--- src/rtl/cla_add16_pipe_pkg.sv ---
// Shared definitions for the two-stage 16-bit carry-lookahead adder:
// word/group geometry, the stage-1 register bundle and a group G/P helper.
package cla_add16_pipe_pkg;

    localparam int GRP_W  = 4;
    localparam int N_GRP  = 4;
    localparam int DATA_W = 16;

    // Everything stage 2 needs to finish the addition.
    typedef struct packed {
        logic [DATA_W-1:0] p;
        logic [DATA_W-1:0] g;
        logic [N_GRP-1:0]  gi;
        logic [N_GRP-1:0]  pi;
        logic              c0;
    } stage1_t;

    // Group generate/propagate of one 4-bit group, returned as {gi, pi}.
    function automatic logic [1:0] grp_gp(input logic [GRP_W-1:0] g,
                                          input logic [GRP_W-1:0] p);
        logic gi_v;
        logic pi_v;
        gi_v = g[3] | (p[3] & g[2]) | (p[3] & p[2] & g[1]) |
               (p[3] & p[2] & p[1] & g[0]);
        pi_v = &p;
        return {gi_v, pi_v};
    endfunction

endpackage

--- src/rtl/cla_group4.sv ---
// One 4-bit lookahead group: group G/P, carry into each bit and the sum bits,
// given the bit generate/propagate terms and the group carry-in.
module cla_group4
    import cla_add16_pipe_pkg::*;
(
    input  logic [GRP_W-1:0] p,
    input  logic [GRP_W-1:0] g,
    input  logic             cin,
    output logic             gi,
    output logic             pi,
    output logic [GRP_W-1:0] c,
    output logic [GRP_W-1:0] s
);

    // Intra-group carries, sums and group lookahead terms.
    always_comb begin
        c    = '0;
        c[0] = cin;
        for (int i = 1; i < GRP_W; i++) begin
            c[i] = g[i-1] | (p[i-1] & c[i-1]);
        end
        s        = p ^ c;
        {gi, pi} = grp_gp(g, p);
    end

endmodule

--- src/rtl/cla_add16_pipe.sv ---
// Two-stage pipelined 16-bit carry-lookahead adder with valid/ready on both
// sides. Stage 1 registers bit and group G/P; stage 2 resolves group carries,
// forms the sum and holds it until the consumer takes it.
// Optional feature: define CLA_SUB_EN to add the sub port (S = A - B).
module cla_add16_pipe
    import cla_add16_pipe_pkg::*;
(
    input  logic              clk,
    input  logic              reset,
    input  logic              in_valid,
    output logic              in_ready,
    input  logic [DATA_W-1:0] a,
    input  logic [DATA_W-1:0] b,
    input  logic              cin,
`ifdef CLA_SUB_EN
    input  logic              sub,
`endif
    output logic              out_valid,
    input  logic              out_ready,
    output logic [DATA_W-1:0] s,
    output logic              cout,
    output logic              ovf,
    output logic              gout,
    output logic              pout
);

    logic [DATA_W-1:0] b_eff_s;
    logic              c0_s;
    stage1_t           st1_d_s;
    stage1_t           st1_r;
    logic              v1_r;
    logic              v2_r;
    logic              ld1_s;
    logic              ld2_s;

    logic [N_GRP:0]    grp_c_s;
    logic [DATA_W-1:0] bit_c_s;
    logic [DATA_W-1:0] sum_s;
    logic [N_GRP-1:0]  loc_gi_s;
    logic [N_GRP-1:0]  loc_pi_s;
    logic              gout_s;
    logic              pout_s;
    logic              ovf_s;

    logic [DATA_W-1:0] s_r;
    logic              cout_r;
    logic              ovf_r;
    logic              gout_r;
    logic              pout_r;

    // Operand conditioning: subtraction inverts B and forces carry-in.
`ifdef CLA_SUB_EN
    always_comb begin
        if (sub) begin
            b_eff_s = ~b;
            c0_s    = 1'b1;
        end else begin
            b_eff_s = b;
            c0_s    = cin;
        end
    end
`else
    always_comb begin
        b_eff_s = b;
        c0_s    = cin;
    end
`endif

    // Stage-1 next value: bit terms and first-level group terms.
    always_comb begin
        st1_d_s    = '0;
        st1_d_s.g  = a & b_eff_s;
        st1_d_s.p  = a ^ b_eff_s;
        st1_d_s.c0 = c0_s;
        for (int k = 0; k < N_GRP; k++) begin
            {st1_d_s.gi[k], st1_d_s.pi[k]} =
                grp_gp(st1_d_s.g[k*GRP_W +: GRP_W], st1_d_s.p[k*GRP_W +: GRP_W]);
        end
    end

    // Handshake: stage 2 frees a slot combinationally when the consumer takes.
    always_comb begin
        ld2_s    = v1_r & (~v2_r | out_ready);
        in_ready = ~v1_r | ld2_s;
        ld1_s    = in_valid & in_ready;
    end

    // Stage-1 register and its valid bit.
    always_ff @(posedge clk) begin
        if (reset) begin
            v1_r  <= 1'b0;
            st1_r <= '0;
        end else begin
            v1_r <= ld1_s | (v1_r & ~ld2_s);
            if (ld1_s) begin
                st1_r <= st1_d_s;
            end
        end
    end

    // Second-level lookahead: group carries from registered group G/P.
    always_comb begin
        grp_c_s    = '0;
        grp_c_s[0] = st1_r.c0;
        for (int k = 0; k < N_GRP; k++) begin
            grp_c_s[k+1] = st1_r.gi[k] | (st1_r.pi[k] & grp_c_s[k]);
        end
    end

    for (genvar k = 0; k < N_GRP; k++) begin : g_grp
        cla_group4 u_grp (
            .p   (st1_r.p[k*GRP_W +: GRP_W]),
            .g   (st1_r.g[k*GRP_W +: GRP_W]),
            .cin (grp_c_s[k]),
            .gi  (loc_gi_s[k]),
            .pi  (loc_pi_s[k]),
            .c   (bit_c_s[k*GRP_W +: GRP_W]),
            .s   (sum_s[k*GRP_W +: GRP_W])
        );
    end

    // Whole-word cascade terms and overflow for the stage-2 register.
    always_comb begin
        gout_s = loc_gi_s[3] | (loc_pi_s[3] & loc_gi_s[2]) |
                 (loc_pi_s[3] & loc_pi_s[2] & loc_gi_s[1]) |
                 (loc_pi_s[3] & loc_pi_s[2] & loc_pi_s[1] & loc_gi_s[0]);
        pout_s = &loc_pi_s;
        ovf_s  = bit_c_s[DATA_W-1] ^ grp_c_s[N_GRP];
    end

    // Stage-2 result register; holds while the consumer stalls.
    always_ff @(posedge clk) begin
        if (reset) begin
            v2_r   <= 1'b0;
            s_r    <= '0;
            cout_r <= 1'b0;
            ovf_r  <= 1'b0;
            gout_r <= 1'b0;
            pout_r <= 1'b0;
        end else begin
            v2_r <= ld2_s | (v2_r & ~out_ready);
            if (ld2_s) begin
                s_r    <= sum_s;
                cout_r <= grp_c_s[N_GRP];
                ovf_r  <= ovf_s;
                gout_r <= gout_s;
                pout_r <= pout_s;
            end
        end
    end

    assign out_valid = v2_r;
    assign s         = s_r;
    assign cout      = cout_r;
    assign ovf       = ovf_r;
    assign gout      = gout_r;
    assign pout      = pout_r;

endmodule

--- config.mk ---
export PLATFORM = sky130hd
export DESIGN_NAME = cla_add16_pipe
export DESIGN_NICKNAME = d
export VERILOG_FILES = /design/src/rtl/cla_add16_pipe_pkg.sv /design/src/rtl/cla_group4.sv /design/src/rtl/cla_add16_pipe.sv
export SDC_FILE = /design/constraint.sdc
export NUM_CORES = 1
export LEC_CHECK = 0
export CAP_MARGIN = 10
export CELL_PAD_IN_SITES_DETAIL_PLACEMENT = 1
export CELL_PAD_IN_SITES_GLOBAL_PLACEMENT = 2
export CORE_AREA = 2 2 98 100
export CTS_BUF_LIST = sky130_fd_sc_hd__clkbuf_4
export DETAILED_ROUTE_END_ITERATION = 16
export DIE_AREA = 0 0 100 102
export PLACE_DENSITY_LB_ADDON = 0.1
export SETUP_SLACK_MARGIN = 0.02
export SYNTH_ARGS = -nofsm -noshare
export SYNTH_HDL_FRONTEND = slang
export SYNTH_SLANG_ARGS = --single-unit
--- constraint.sdc ---
create_clock -name clk -period 5 [get_ports clk]
set_input_delay 1 -clock clk [delete_from_list [all_inputs] [get_ports clk]]
set_output_delay 1 -clock clk [all_outputs]
set_load 0.02 [all_outputs]
Word level (Yosys, flattened, before mapping)
Index checks and enable logic that the tools add are counted.
- bits of input ports: 37
- bits in registers: 63
- word-level logic and storage cells: 143
- reductions and logical operators: 8
- bitwise gates (word level): 123
- operator list (operator ; count):
    1-bit AND ; 65
    1-bit OR ; 47
    4-bit AND reduction ; 7
    16-bit AND ; 1
    16-bit AND reduction ; 1
    16-bit XOR ; 1
    4-bit XOR ; 4
    1-bit NOT ; 4
    1-bit XOR ; 1

Depth between registers and ports, before layout
Gate-level depths: netlist (run 1).
- depth after elaboration: 13
- mapped depth: 12
- depth with buffers taken out: 12

Modules after synthesis
From an unflattened synthesis (run 1), not the netlist that was laid out.
- cell total of the unflattened synthesis: 372
- area total of the unflattened synthesis: 2982.9 µm²
- by module, submodules not included (module ; area an instance (µm²) ; instances ; seq. area each (µm²) ; cells an instance):
    cla_add16_pipe ; 2572.5 ; 1 ; 1261.2 ; 320
    cla_group4 ; 102.6 ; 4 ; 0.0 ; 13

Worst setup path before layout (run 1)
No wires, ideal clock.
- kind: flip-flop to flip-flop
- start point: reg st1_r[1] in the netlist's numbering
- end point: reg s_r[15], in the netlist s[15]
- path buffers: 0
- setup slack: 2621 ps
- clock period less this slack: 2379 ps
- arrival time: 2308 ps
- required time: 4930 ps
- stages on the path, launching flop included: 13
- cells stage by stage: dfxtp_1 > a21o_1 > a21o_1 > a21o_1 > ha_1 > or2_2 > ha_1 > or2_2 > ha_1 > nor2_1 > xnor2_1 > nand2_1 > a21oi_1
- word-level cells in the longest chain between the ends: 13
- RTL lines (item ; line ; text):
    from (decl) ; cla_add16_pipe.sv:30 ; stage1_t st1_r;
    from (signal assigned) ; cla_add16_pipe.sv:96 ; st1_r <= st1_d_s;
    1-bit AND ; cla_add16_pipe.sv:106 ; grp_c_s[k+1] = st1_r.gi[k] | (st1_r.pi[k] & grp_c_s[k]);
    1-bit OR ; cla_add16_pipe.sv:106 ;
    1-bit AND ; cla_add16_pipe.sv:106 ;
    1-bit OR ; cla_add16_pipe.sv:106 ;
    1-bit AND ; cla_add16_pipe.sv:106 ;
    1-bit OR ; cla_add16_pipe.sv:106 ;
    1-bit AND ; cla_group4.sv:20 ; c[i] = g[i-1] | (p[i-1] & c[i-1]);
    1-bit OR ; cla_group4.sv:20 ;
    1-bit AND ; cla_group4.sv:20 ;
    1-bit OR ; cla_group4.sv:20 ;
    1-bit AND ; cla_group4.sv:20 ;
    1-bit OR ; cla_group4.sv:20 ;
    4-bit XOR ; cla_group4.sv:22 ; s = p ^ c;
    to (signal assigned) ; cla_add16_pipe.sv:143 ; s_r <= sum_s;
    to (decl) ; cla_add16_pipe.sv:45 ; logic [DATA_W-1:0] s_r;
Every way passes these cells.
A chain may end at the register's enable or synchronous reset.

Final worst setup path (run 1)
- start point: in out_ready
- end point: out in_ready
- word-level cells in the longest chain between the ends: 3
- RTL lines (item ; line ; text):
    from (decl) ; cla_add16_pipe.sv:19 ; input logic out_ready,
    1-bit OR ; cla_add16_pipe.sv:83 ; ld2_s = v1_r & (~v2_r | out_ready);
    1-bit AND ; cla_add16_pipe.sv:83 ;
    1-bit OR ; cla_add16_pipe.sv:84 ; in_ready = ~v1_r | ld2_s;
    to (decl) ; cla_add16_pipe.sv:11 ; output logic in_ready,
Every way passes these cells.

==> flow_summary.ini, run 1 <==
[run_status]
outcome = finished, final reports clean

[clocking]
cts_buffers = 9
clk_pin_slew_ns = 0.12
cts_root_buf = clkbuf_4
ctsResizeCount = 0
cts_sinks = 63
cts_max_level = 3
cts_tree = built
hold_buffers = 0
clockBufferDepth = 2
clk_latency_ns = 0.40
cts_setup_buffers = 0

[final_layout]
drive_above_1_share_pct = 7.026
fin_nets = 487
syn_to_final_growth_pct = 26.97
insertedDiodeCount = 0
fillers = 1149

[place]
dp_slack_ns = 1.728
place.gp.congestion = 0.7566
hpwl_mm = 5.626
portBuffers = 58

[floorplanning]
boundaryPins = 59
coreArea_sq_mm = 0.009109
die-area_sq_mm = 0.01020
placementRows = 35
die_w_microns = 100
die_y_microns = 102
initial_utilization_pct = 32.29

[routing]
via_per_inst = 4.894
firstDrtPassIters = 4
drt_iter0_markers = 77
wl_per_cell_microns = 14.26
drc = 0
finalWirelength_mm = 7.670
antenna_left = 0
vias = 2633

[yosys]
ys_seq_area_share_pct = 42.88
synth_cells = 368
async_reset_ff_share_pct = 0
ys.flop_type = dfxtp_1
yosysWarnings = 0
synth_fp_nets = 433
ys_ff_latch = 63
synth.distinct_cells = 33
avgSynthCellArea_sq_um = 7.993
syn_area_sq_mm = 0.002942
synth_edf_count = 0

[critical_path]
worstReg2RegEnd = ovf
max_stage_delay_ns = 0.62
cp_cell_sequence = clkdlybuf4s50_1 > nand3b_1 > clkdlybuf4s50_1
cp_max_fo = 3
reg2reg_depth = 11
crit_arrival_ns = 2.27
cp-start-kind = primary input
critPathSlowestCell = clkdlybuf4s50_1
rrSetupSlack_ns = 2.40
crit_path_end_kind = output pin
worstPathRequired_ns = 4.00
cpMostUsedCell = clkdlybuf4s50_1
criticalPathCategory = in -> out
r2r-start = grp_c_s[0]

[sta]
worst_pin_slew_ns = 0.8412
layout_setup_ws_ns = 1.733
grt_setup_unrepaired = false
hold_viol = 0
fin_skew_ns = 0.01861
relSlewSlack_pct = 43.92
setup_viol = 0
period_share_pct = 65.34
slew_viol_final = 0
fin_tns_setup_ns = 0
fin_crit_ns = 3.267
fmax_ghz = 0.3061

[worst_hold_path]
hold_end = s[15]
hold_path.class = reg -> reg
hold_path_depth = 2
worstHoldStart = s[15]

[grt]
grt_pass1_vias = 2524
use_met1_pct = 23.72
grtUsageMet2_pct = 22.77
gr-total-overflow = 0
grt_busiest_layer = met1
grt_use_met3_pct = 2.531
grt_first_pass_wirelength_mm = 12.58
grt_use_total_pct = 15.84
antenna_found_initial = 0
grt_start_max_net_pins = 42

[power_and_ir_drop]
p_leak_nw = 1.464
ir_worst_vdd_mv = 0.1052
powerDensity_mw_per_mm2 = 288.1

[flow_run]
max-cap-violations = 0
state kept, by name (all words and copies together) (netlist names):
register,cells
cout,1
gout,1
grp_c_s,1
out_valid,1
ovf,1
pout,1
s,16
st1_r,40
v1_r,1
cells in the mapped netlist, types with 4 or more instances:
master	number	area, sq um
a211oi_1	5	37.54
a21oi_1	65	325.3
and4_1	4	35.03
buf_2	10	50.05
clkbuf_1	5	18.77
dfxtp_1	63	1261
ha_1	28	350.3
nand2_1	113	424.2
nand4_1	5	31.28
nor2_1	18	67.56
nor2b_1	6	37.54
o21ai_0	6	30.03
or2_2	8	50.05
xnor2_1	4	35.03
per-stage QoR:
stage | hold slack (ns) | total power, mW | utilization (%) | cells | instance area [sq um]
2_1_floorplan | 0.4320 | 0.6564 | - | 368 | 2942
3_3_place_gp | 0.4379 | 0.7354 | 39.51 | 522 | 3598
3_5_place_dp | 0.4478 | 0.7371 | 39.51 | 522 | 3598
4_1_cts | 0.4643 | 1.095 | 41.00 | 538 | 3735
5_1_grt | 0.4823 | 1.137 | 41.00 | 538 | 3735
6_report | 0.4610 | 1.076 | 41.00 | 538 | 3735
cells by family (layout without fill, tap and decap cells):
group	count (synthesis)	after routing	synth area share, %
and+or+nand+nor	165	165	24.25
AOI/OAI and AO/OA	87	87	16.33
DFF	63	63	42.88
adders and majority gates	28	28	11.91
buffers and inverters	20	79	3.105
xor gates and xnor gates	4	4	1.191
muxes	1	1	0.3403
cell usage in the layout, fill, tap and decap left out, types with 2 or more instances in the layout:
cell type	netlist	routed
clkinvlp_4	0	3
nand3_1	3	3
nor2_1	18	18
a21oi_1	65	65
nand2_1	113	113
or2_2	8	8
nor2b_1	6	6
nand4_1	5	5
o21ai_0	6	6
a211oi_1	5	5
a21o_1	3	3
clkbuf_4	0	10
clkdlybuf4s50_1	0	57
and4_1	4	4
buf_4	1	4
ha_1	28	28
a211o_1	2	2
xnor2_1	4	4
nor3_1	3	3
dfxtp_1	63	63
routing by layer:
layer  share of wire (%)  wire (microns)
met1                  55            4205
met2                  41            3110
met3                 3.0             233
met4                 1.6             119
met5                   0               0
how the worst max path moves through the flow:
| stage | startpoint | end | slack, ns | cells after the start |
|---|---|---|---|---|
| detailed placement | out_ready | in_ready | 1.73 | 3 |
| global route | out_ready | in_ready | 1.70 | 3 |
| floorplan | st1_r[1] | s[15] | 2.62 | 12 |
| CTS | out_ready | in_ready | 1.72 | 3 |
| finish | out_ready | in_ready | 1.73 | 3 |
| global placement | out_ready | in_ready | 1.75 | 3 |
cell type report:
class	count	area, sq um	area share (%)
multi-input cells	285	1589	42.55
inverters	1	3.754	0.1005
flip-flops and latches	63	1261	33.77
well taps	111	138.9	3.719
repair buffers	62	605.6	16.21
clock buffers	10	75.07	2.010
clock inverters	6	61.31	1.642
worst max-delay path, delay by kind of cell:
family        cells  cell delay (ns)
buf+inv           2             1.11
simple gates      1             0.16
power by group:
part	leakage, nW	internal [mW]	total [mW]	switching (mW)
clock	0.0661	0.155	0.352	0.197
combinational	0.883	0.0836	0.173	0.0890
sequential	0.515	0.528	0.551	0.0232
No activity file was read; power rests on OpenSTA's default activity.
==> run 2, diff against run 1 <==
Settings changed: CORE_AREA 2 2 98 100 to 2 2 101 103, DIE_AREA 0 0 100 102 to 0 0 103 105.
Clock period 5 ns to 3.4 ns, I/O delays scaled along.
==> run 2 against run 1 <==
Against the previous run:
- total power is 46% higher
- combinational power increased by 49%
- via count grew 1.5%
- global-route usage rose by 0.067 points
- register-to-register slack lost 1.6 ns
- critical path depth stayed put
- final cell count grew 4.3%
- core utilization decreased by 1.9 points
- setup slack worse by 0.96 ns
- clock skew fell by 0.0022 ns
- largest power group unchanged
- highest routed layer unchanged
==> flow_summary.ini, run 2 (synthesis results as in run 1) <==
[run_status]
outcome = finished, final reports clean

[sta]
fin_skew_ns = 0.01645
relSlewSlack_pct = 41.36
fin_tns_setup_ns = 0
period_share_pct = 77.31
hold_viol = 0
fin_crit_ns = 2.629
worst_pin_slew_ns = 0.8796
fmax_ghz = 0.3804
slew_viol_final = 0
layout_setup_ws_ns = 0.7713
setup_viol = 0
grt_setup_unrepaired = false

[critical_path]
criticalPathCategory = in -> out
worstReg2RegEnd = ovf
reg2reg_depth = 11
cpMostUsedCell = clkdlybuf4s50_1
crit_path_end_kind = output pin
cp-start-kind = primary input
rrSetupSlack_ns = 0.77
cp_num_buf_inv = 2
crit_arrival_ns = 1.95
cp_cell_sequence = clkdlybuf4s50_1 > nand3b_1 > clkdlybuf4s50_1
worstPathRequired_ns = 2.72
max_stage_delay_ns = 0.62
crit_cells = 3
cp_max_fo = 3
r2r-start = st1_r[1]
crit_family = buffers and inverters
critPathSlowestCell = clkdlybuf4s50_1

[final_layout]
fin_util_pct = 39.06
insertedDiodeCount = 0
layout_commonest_cell = nand2_1
top_register = st1_r
fillers = 1220
final_cell_mix = nand2_1 (113), a21oi_1 (65), dfxtp_1 (63)
syn_to_final_growth_pct = 27.99
fin_nets = 488
largest_reg_flops = 40
drive_above_1_share_pct = 7.243

[routing]
via_per_inst = 4.765
drc = 0
antenna_left = 0
vias = 2673
drt_iter0_markers = 73
firstDrtPassIters = 4
finalWirelength_mm = 7.840
wl_per_cell_microns = 13.98

[grt]
grtUsageMet2_pct = 21.01
grt_start_max_net_pins = 47
grt_first_pass_wirelength_mm = 13.48
gr-total-overflow = 0
grt_pass1_vias = 2676
use_met1_pct = 25.12
grt_busiest_layer = met1
antenna_found_initial = 0
grt_use_met3_pct = 3.746
grt_use_total_pct = 15.91

[worst_hold_path]
hold_end = s[7]
worstHoldStart = s[7]
hold_path.class = reg -> reg
hold_path_depth = 2

[place]
hpwl_mm = 5.953
dp_slack_ns = 0.7705
portBuffers = 58
place.gp.congestion = 0.7227

[clocking]
cts_tree = built
cts_sinks = 63
ctsResizeCount = 0
cts_root_buf = clkbuf_4
clockBufferDepth = 2
cts_setup_buffers = 0
cts_max_level = 3
clk_pin_slew_ns = 0.11
cts_buffers = 9
hold_buffers = 0
clk_latency_ns = 0.41

[power_and_ir_drop]
combPwrFrac_pct = 16.3
ir_worst_vdd_mv = 0.1513
p_leak_nw = 1.481
switching_share_pct = 27.94
p_sw_mw = 0.4402
internal-power_mw = 1.136
powerDensity_mw_per_mm2 = 418.6
clock_power_share_pct = 32.3
p_total_mw = 1.576
seqPwrFrac_pct = 51.4

[floorplanning]
die-area_sq_mm = 0.01082
initial_utilization_pct = 30.52
boundaryPins = 59
coreArea_sq_mm = 0.009639
die_y_microns = 105
die_w_microns = 103
placementRows = 36

[flow_run]
max-cap-violations = 0
-- run 2: worst max path at each step --
stage | start | endpoint | slack (ns)
after CTS | st1_r[1] | ovf | 0.73
after detailed placement | out_ready | in_ready | 0.77
after global routing | st1_r[1] | ovf | 0.56
after floorplan | st1_r[1] | s[15] | 1.02
final | out_ready | in_ready | 0.77
after global placement | out_ready | in_ready | 0.80
-- run 2: final cells by class --
type	instances	area (sq um)	area share [%]
Clock buffer	11	82.58	2.193
Clock inverter	5	48.80	1.296
Inverter	1	3.754	0.09970
Multi-Input combinational cell	285	1589	42.21
Sequential cell	63	1261	33.50
Tap cell	133	166.4	4.420
Timing Repair Buffer	63	613.1	16.28
-- run 2: through the flow --
stage,instance area [sq um],hold WS (ns),instances
global route,3765,0.4759,561
CTS,3765,0.4628,561
global placement,3633,0.4387,545
detailed placement,3633,0.4462,545
floorplan,2942,0.4320,368
finish,3765,0.4596,561
-- run 2: worst register-to-register path: stages, from the launching register on --
cell     delay (ns)
dfxtp_1        0.33
a21o_1         0.21
a21o_1         0.21
a21o_1         0.19
ha_1           0.16
or2_2          0.27
ha_1           0.17
or2_2          0.27
ha_1           0.21
nor4b_1        0.34
mux2i_1        0.13
nand3_1        0.09
-- run 2: metal layers --
layer	up-vias	routed length [microns]
li1	1365	-
met1	1237	4428
met2	63	2982
met3	8	328
met4	0	102
met5	-	0
-- run 2: power by group through the flow --
stage,combinational [mW],sequential [mW],clock [mW]
2_1_floorplan,0.135,0.830,0
3_3_place_gp,0.258,0.827,0
3_5_place_dp,0.259,0.828,0
4_1_cts,0.261,0.811,0.528
5_1_grt,0.293,0.816,0.570
6_report,0.258,0.810,0.509
